## src/rtl/keycode_tracker.sv

```systemverilog
// keycode_tracker: per-frame keyboard state tracker.
// Matches every keycode slot against a table of tracked keys. Samples the result
// once per video frame, on the rising edge of frame_clk after synchronisation.
// For each tracked key it produces a held level plus one-cycle press, release
// and auto-repeat pulses.
// Optional feature macro: KEYTRACK_REPEAT_EN
//   defined     -> per-key repeat FSMs and frame counters are built.
//   not defined -> repeat_pulse is tied to 0.
module keycode_tracker #(
    parameter int              SLOTS        = 4,
    parameter int              KEYS         = 4,
    parameter logic [KEYS*8-1:0] KEY_CODES  = {8'h2C, 8'h07, 8'h04, 8'h1A},
    parameter int              REPEAT_DELAY = 30,
    parameter int              REPEAT_RATE  = 6,
    parameter int              CNT_W        = 8
) (
    input  logic                 Clk,
    input  logic                 Reset_n,
    input  logic [8*SLOTS-1:0]   keycode,
    input  logic                 frame_clk,
    output logic                 frame_tick,
    output logic [KEYS-1:0]      held,
    output logic [KEYS-1:0]      pressed,
    output logic [KEYS-1:0]      released,
    output logic [KEYS-1:0]      repeat_pulse,
    output logic                 any_held
);

    localparam int CNT_MAX = (REPEAT_DELAY > REPEAT_RATE) ? REPEAT_DELAY : REPEAT_RATE;

    logic            s1_reg, s2_reg, s3_reg;
    logic [KEYS-1:0] match;
    logic [KEYS-1:0] held_reg, pressed_reg, released_reg;

    // Synchronise frame_clk and keep the previous level for edge detection.
    // Resetting to 1 means a frame_clk that is already high at reset release
    // does not produce a tick.
    always_ff @(posedge Clk or negedge Reset_n) begin
        if (!Reset_n) begin
            s1_reg <= 1'b1;
            s2_reg <= 1'b1;
            s3_reg <= 1'b1;
        end else begin
            s1_reg <= frame_clk;
            s2_reg <= s1_reg;
            s3_reg <= s2_reg;
        end
    end

    assign frame_tick = s2_reg & ~s3_reg;

    // Per-key match: any slot equal to the key code. A zero code disables the key,
    // so empty (zero) slots never match.
    genvar gi, gj;
    generate
        for (gi = 0; gi < KEYS; gi++) begin : g_match
            localparam logic [7:0] CODE = KEY_CODES[8*gi +: 8];
            logic [SLOTS-1:0] hit;
            for (gj = 0; gj < SLOTS; gj++) begin : g_slot
                assign hit[gj] = (keycode[8*gj +: 8] == CODE) && (CODE != 8'h00);
            end
            assign match[gi] = |hit;
        end
    endgenerate

    // Frame sample: update levels and edge pulses on the tick. Pulses clear on every other edge.
    always_ff @(posedge Clk or negedge Reset_n) begin
        if (!Reset_n) begin
            held_reg     <= '0;
            pressed_reg  <= '0;
            released_reg <= '0;
        end else if (frame_tick) begin
            held_reg     <= match;
            pressed_reg  <= match & ~held_reg;
            released_reg <= ~match & held_reg;
        end else begin
            pressed_reg  <= '0;
            released_reg <= '0;
        end
    end

    assign held     = held_reg;
    assign pressed  = pressed_reg;
    assign released = released_reg;
    assign any_held = |held_reg;

    // Reachable only for a configuration whose counter cannot hold the repeat targets.
    generate
        if (REPEAT_DELAY < 1 || REPEAT_RATE < 1 || CNT_W < $clog2(CNT_MAX + 1)) begin : g_bad_config
        end
    endgenerate

`ifdef KEYTRACK_REPEAT_EN
    typedef enum logic [1:0] {
        ST_IDLE   = 2'd0,
        ST_DELAY  = 2'd1,
        ST_REPEAT = 2'd2
    } rep_state_t;

    generate
        for (gi = 0; gi < KEYS; gi++) begin : g_repeat
            rep_state_t       state_reg;
            logic [CNT_W-1:0] cnt_reg;
            logic             rep_reg;

            // Per-key repeat FSM. It advances only on frame ticks, and its pulse is one cycle wide.
            always_ff @(posedge Clk or negedge Reset_n) begin
                if (!Reset_n) begin
                    state_reg <= ST_IDLE;
                    cnt_reg   <= '0;
                    rep_reg   <= 1'b0;
                end else begin
                    rep_reg <= 1'b0;
                    if (frame_tick) begin
                        case (state_reg)
                            ST_IDLE: begin
                                if (match[gi]) begin
                                    state_reg <= ST_DELAY;
                                    cnt_reg   <= CNT_W'(1);
                                end
                            end
                            ST_DELAY: begin
                                if (!match[gi]) begin
                                    state_reg <= ST_IDLE;
                                    cnt_reg   <= '0;
                                end else if (cnt_reg == CNT_W'(REPEAT_DELAY)) begin
                                    rep_reg   <= 1'b1;
                                    state_reg <= ST_REPEAT;
                                    cnt_reg   <= CNT_W'(1);
                                end else begin
                                    cnt_reg <= cnt_reg + CNT_W'(1);
                                end
                            end
                            ST_REPEAT: begin
                                if (!match[gi]) begin
                                    state_reg <= ST_IDLE;
                                    cnt_reg   <= '0;
                                end else if (cnt_reg == CNT_W'(REPEAT_RATE)) begin
                                    rep_reg <= 1'b1;
                                    cnt_reg <= CNT_W'(1);
                                end else begin
                                    cnt_reg <= cnt_reg + CNT_W'(1);
                                end
                            end
                            default: begin
                                state_reg <= ST_IDLE;
                                cnt_reg   <= '0;
                            end
                        endcase
                    end
                end
            end

            assign repeat_pulse[gi] = rep_reg;
        end
    endgenerate
`else
    assign repeat_pulse = '0;
`endif

endmodule

```

## config.mk

```make
export PLATFORM = sky130hd
export DESIGN_NAME = keycode_tracker
export DESIGN_NICKNAME = d
export VERILOG_FILES = /design/src/rtl/keycode_tracker.sv
export SDC_FILE = /design/constraint.sdc
export NUM_CORES = 1
export LEC_CHECK = 0
export CAP_MARGIN = 30
export CORE_UTILIZATION = 39
export CTS_BUF_LIST = sky130_fd_sc_hd__clkbuf_4 sky130_fd_sc_hd__clkbuf_8 sky130_fd_sc_hd__clkbuf_16
export DETAILED_ROUTE_END_ITERATION = 10
export GPL_ROUTABILITY_DRIVEN = 0
export HOLD_SLACK_MARGIN = 0.08
export PLACE_DENSITY = 0.93
export SLEW_MARGIN = 20
export SYNTH_ARGS = -nofsm -noshare
export SYNTH_HDL_FRONTEND = slang
export SYNTH_SLANG_ARGS = --single-unit
```

## constraint.sdc

```tcl
create_clock -name Clk -period 1.9 [get_ports Clk]
set_input_delay 0.38 -clock Clk [delete_from_list [all_inputs] [get_ports Clk]]
set_output_delay 0.38 -clock Clk [all_outputs]
set_load 0.01 [all_outputs]
```

==> run metrics <==
Total Wirelength between 2000 and 2500 microns; crit-path cells or4_1 -> clkbuf_2; FP Rows 16; Pwr Total ~0.69 mW; core area just over 0.002 sq mm; Leak ~0.57 nW; Mapped Cells 80; Setup CP Type reg -> out; Ys Warns 0; asr flop ratio synth between 90% and 100%; largest net degree at the start of global routing 16; final setup TNS 0 ns; count leader, synth dfrtp_1; Setup violations, final 0; Die Ht between 40 and 50 microns; first-pass GRT wire length 3530 microns; initial antenna violation count 0; Layout area overhead 65.0%; critical path data arrival time approximately 1.4 ns; Final min period around 1.7 ns; CP max FO 4; cell count after placement about 160; Detailed Place HPWL 1820 microns; Synth top area share 34.4%; Tightest Hold Check Type reg -> reg; flop-to-flop setup slack approximately 0.84 ns; clk sink count 15; full die area around 0.0024 sq mm; Synth area leaders dfrtp_1 34%, dfstp_2 9.0%, nand4_1 5.7%; Peak VDD IR around 0.30 mV; clock transition at the registers of the reported paths ~0.09 ns; CP max-delay cell or4_1; number of global-route vias before repair 848; Crit path required time between 1.5 and 2 ns; Slew Viols, Final 0; Final Hold Slack 0.361 ns; Slew headroom 58.9%; Worst Tran Pin Value a little over 0.6 ns; Final Instance Count excl. Fillers roughly 160; nature of the critical path startpoint register; total CTS buffers 3; Fin. Hold Viols 0; n_diodes 0; status complete, no violations; CTS tree yes; clock tree buffer depth 2; Area after DPL 0.00139 sq mm; routed wire length per instance roughly 13 microns; Root Driver clkbuf_4; Reg power frac 48.9%; GRT Util Overall 18.9%; Post-Synthesis Cell Area around 870 sq um; final clock skew 0.00707 ns; quantity of I/O buffers inserted on ports 48; top_reg_cell synth dfrtp_1; ratio of cells with drive above 1 in the final layout 21.9%; distinct cell type count after synthesis 31; #FFs+latches synth 15; RSZ-0062 raised after global routing false; GRT overflow 0; final period utilization about nine tenths; Max Cap Viol 0; CTS H-tree depth 1; Commonest cells post-synth 12 x dfrtp_1, 8 x nand4_1, 8 x nor2_1; Post-synth EDFFs 0; Max stage delay on crit path 0.52 ns; Pwr per Cell Area between 400 and 500 mW/mm^2; Clock power frac roughly a quarter; sequential area share after synthesis a little over two fifths; drt pass-1 iters 4; sw power 0.173 mW; Iteration-0 DRC Markers 14; DRT antenna net count 0; I/O pins 53; critical path buffer and inverter count 1; CP delay by family, top simple AND/OR/NAND/NOR gates; Max Freq between 500 and 600 MHz; post-DR vias/cell approximately 5.3; synthesized area per cell 10.9 sq um; Die W a little under 50 microns; final instance area around 0.0014 sq mm; Crit. End Element primary output; remaining routing DRC violations 0; worst reg2reg path startpoint s2_reg$_DFF_PN1_; Nets between 150 and 200; Worst-Skew Late Latency about 0.28 ns; Sw Ratio 25.2%; startpoint of the worst hold path s1_reg$_DFF_PN1_; Logic pwr share roughly a quarter; internal power 0.512 mW; Yosys top cell by area dfrtp_1; Worst Setup SP held[1]$_DFFE_PN0P_; via count between 800 and 900; Starting Density between 40% and 50%
-- cell families after synthesis --
group,Yosys count,share of synthesized area [%]
AOI/OAI and AO/OA,9,8.32
buffers and inverters,6,4.30
DFF,15,43.5
other,1,0.430
and+or+nand+nor,49,43.5
-- per-layer routing --
metal | part of all wire (%) | routed length, microns | up-vias | GRT usage (%)
li1 | - | - | 417 | -
met1 | 38 | 793 | 406 | 19.0
met2 | 55 | 1160 | 36 | 36.3
met3 | 6.7 | 142 | 2 | 6.54
met4 | 0.76 | 16 | 0 | 4.90
met5 | 0 | 0 | - | 0
-- power groups by stage --
stage	clock network, mW	registers (mW)	logic, mW
floorplan	0	0.345	0.0460
global placement	0	0.343	0.164
detailed placement	0	0.343	0.170
CTS	0.180	0.337	0.167
global route	0.201	0.337	0.189
finish	0.174	0.335	0.176
-- cell type report --
cell class	instances	area [sq um]
Timing Repair Buffer	55	527
Multi-Input combinational cell	62	467
Tap cell	27	33.8
Fill cell	152	583
Inverter	1	3.75
Clock buffer	3	22.5
Sequential cell	15	380
Clock inverter	1	5.00
-- worst register-to-register path, cell delays in order, from the launching register on --
cell and delay [ns]:
dfstp_2 0.54, nand2b_1 0.08, buf_4 0.19, a211oi_2 0.17
-- path summary, 6_finish.rpt --
path                                              end  cells after the start
min in group asynchronous       released[2]$_DFF_PN0_                      1
worst max register to register   pressed[0]$_DFF_PN0_                      3
worst min-delay path                 s2_reg$_DFF_PN1_                      0
worst max-delay path                         any_held                      2
worst min register to register       s2_reg$_DFF_PN1_                      0
max in group asynchronous         held[0]$_DFFE_PN0P_                      1
-- through the flow --
stage | utilization [%] | setup WS (ns)
2_1_floorplan | - | 0.509
3_3_place_gp | 68.9 | 0.0505
4_1_cts | 70.2 | 0.00100
6_report | 71.2 | 0.172
5_1_grt | 71.2 | 0.0918
3_5_place_dp | 68.9 | 0.0166
-- layout by cell type (no fill, tap or decap), drive strengths merged --
cell           count
clkdlybuf4s50     46
dfrtp             12
nor2               8
nand4              8
buf                7
nand2              5
nor4b              5
nor2b              4
conb               4
clkbuf             4
nor4               4
and3               3
nand4b             3
o21ai              3
dfstp              3
and4               3
nor3               3
a31oi              2
nand2b             1
inv                1
a22o               1
a221oi             1
and4b              1
o22a               1
a211oi             1
or4                1
clkinv             1
dlygate4sd2        1
-- repair_timing --
action,in CTS,in global routing
setup endpoints to repair,2,1
hold buffers,0,0
resized for setup,3,3
buffers inserted,0,3
No activity file was read; power rests on OpenSTA's default activity.
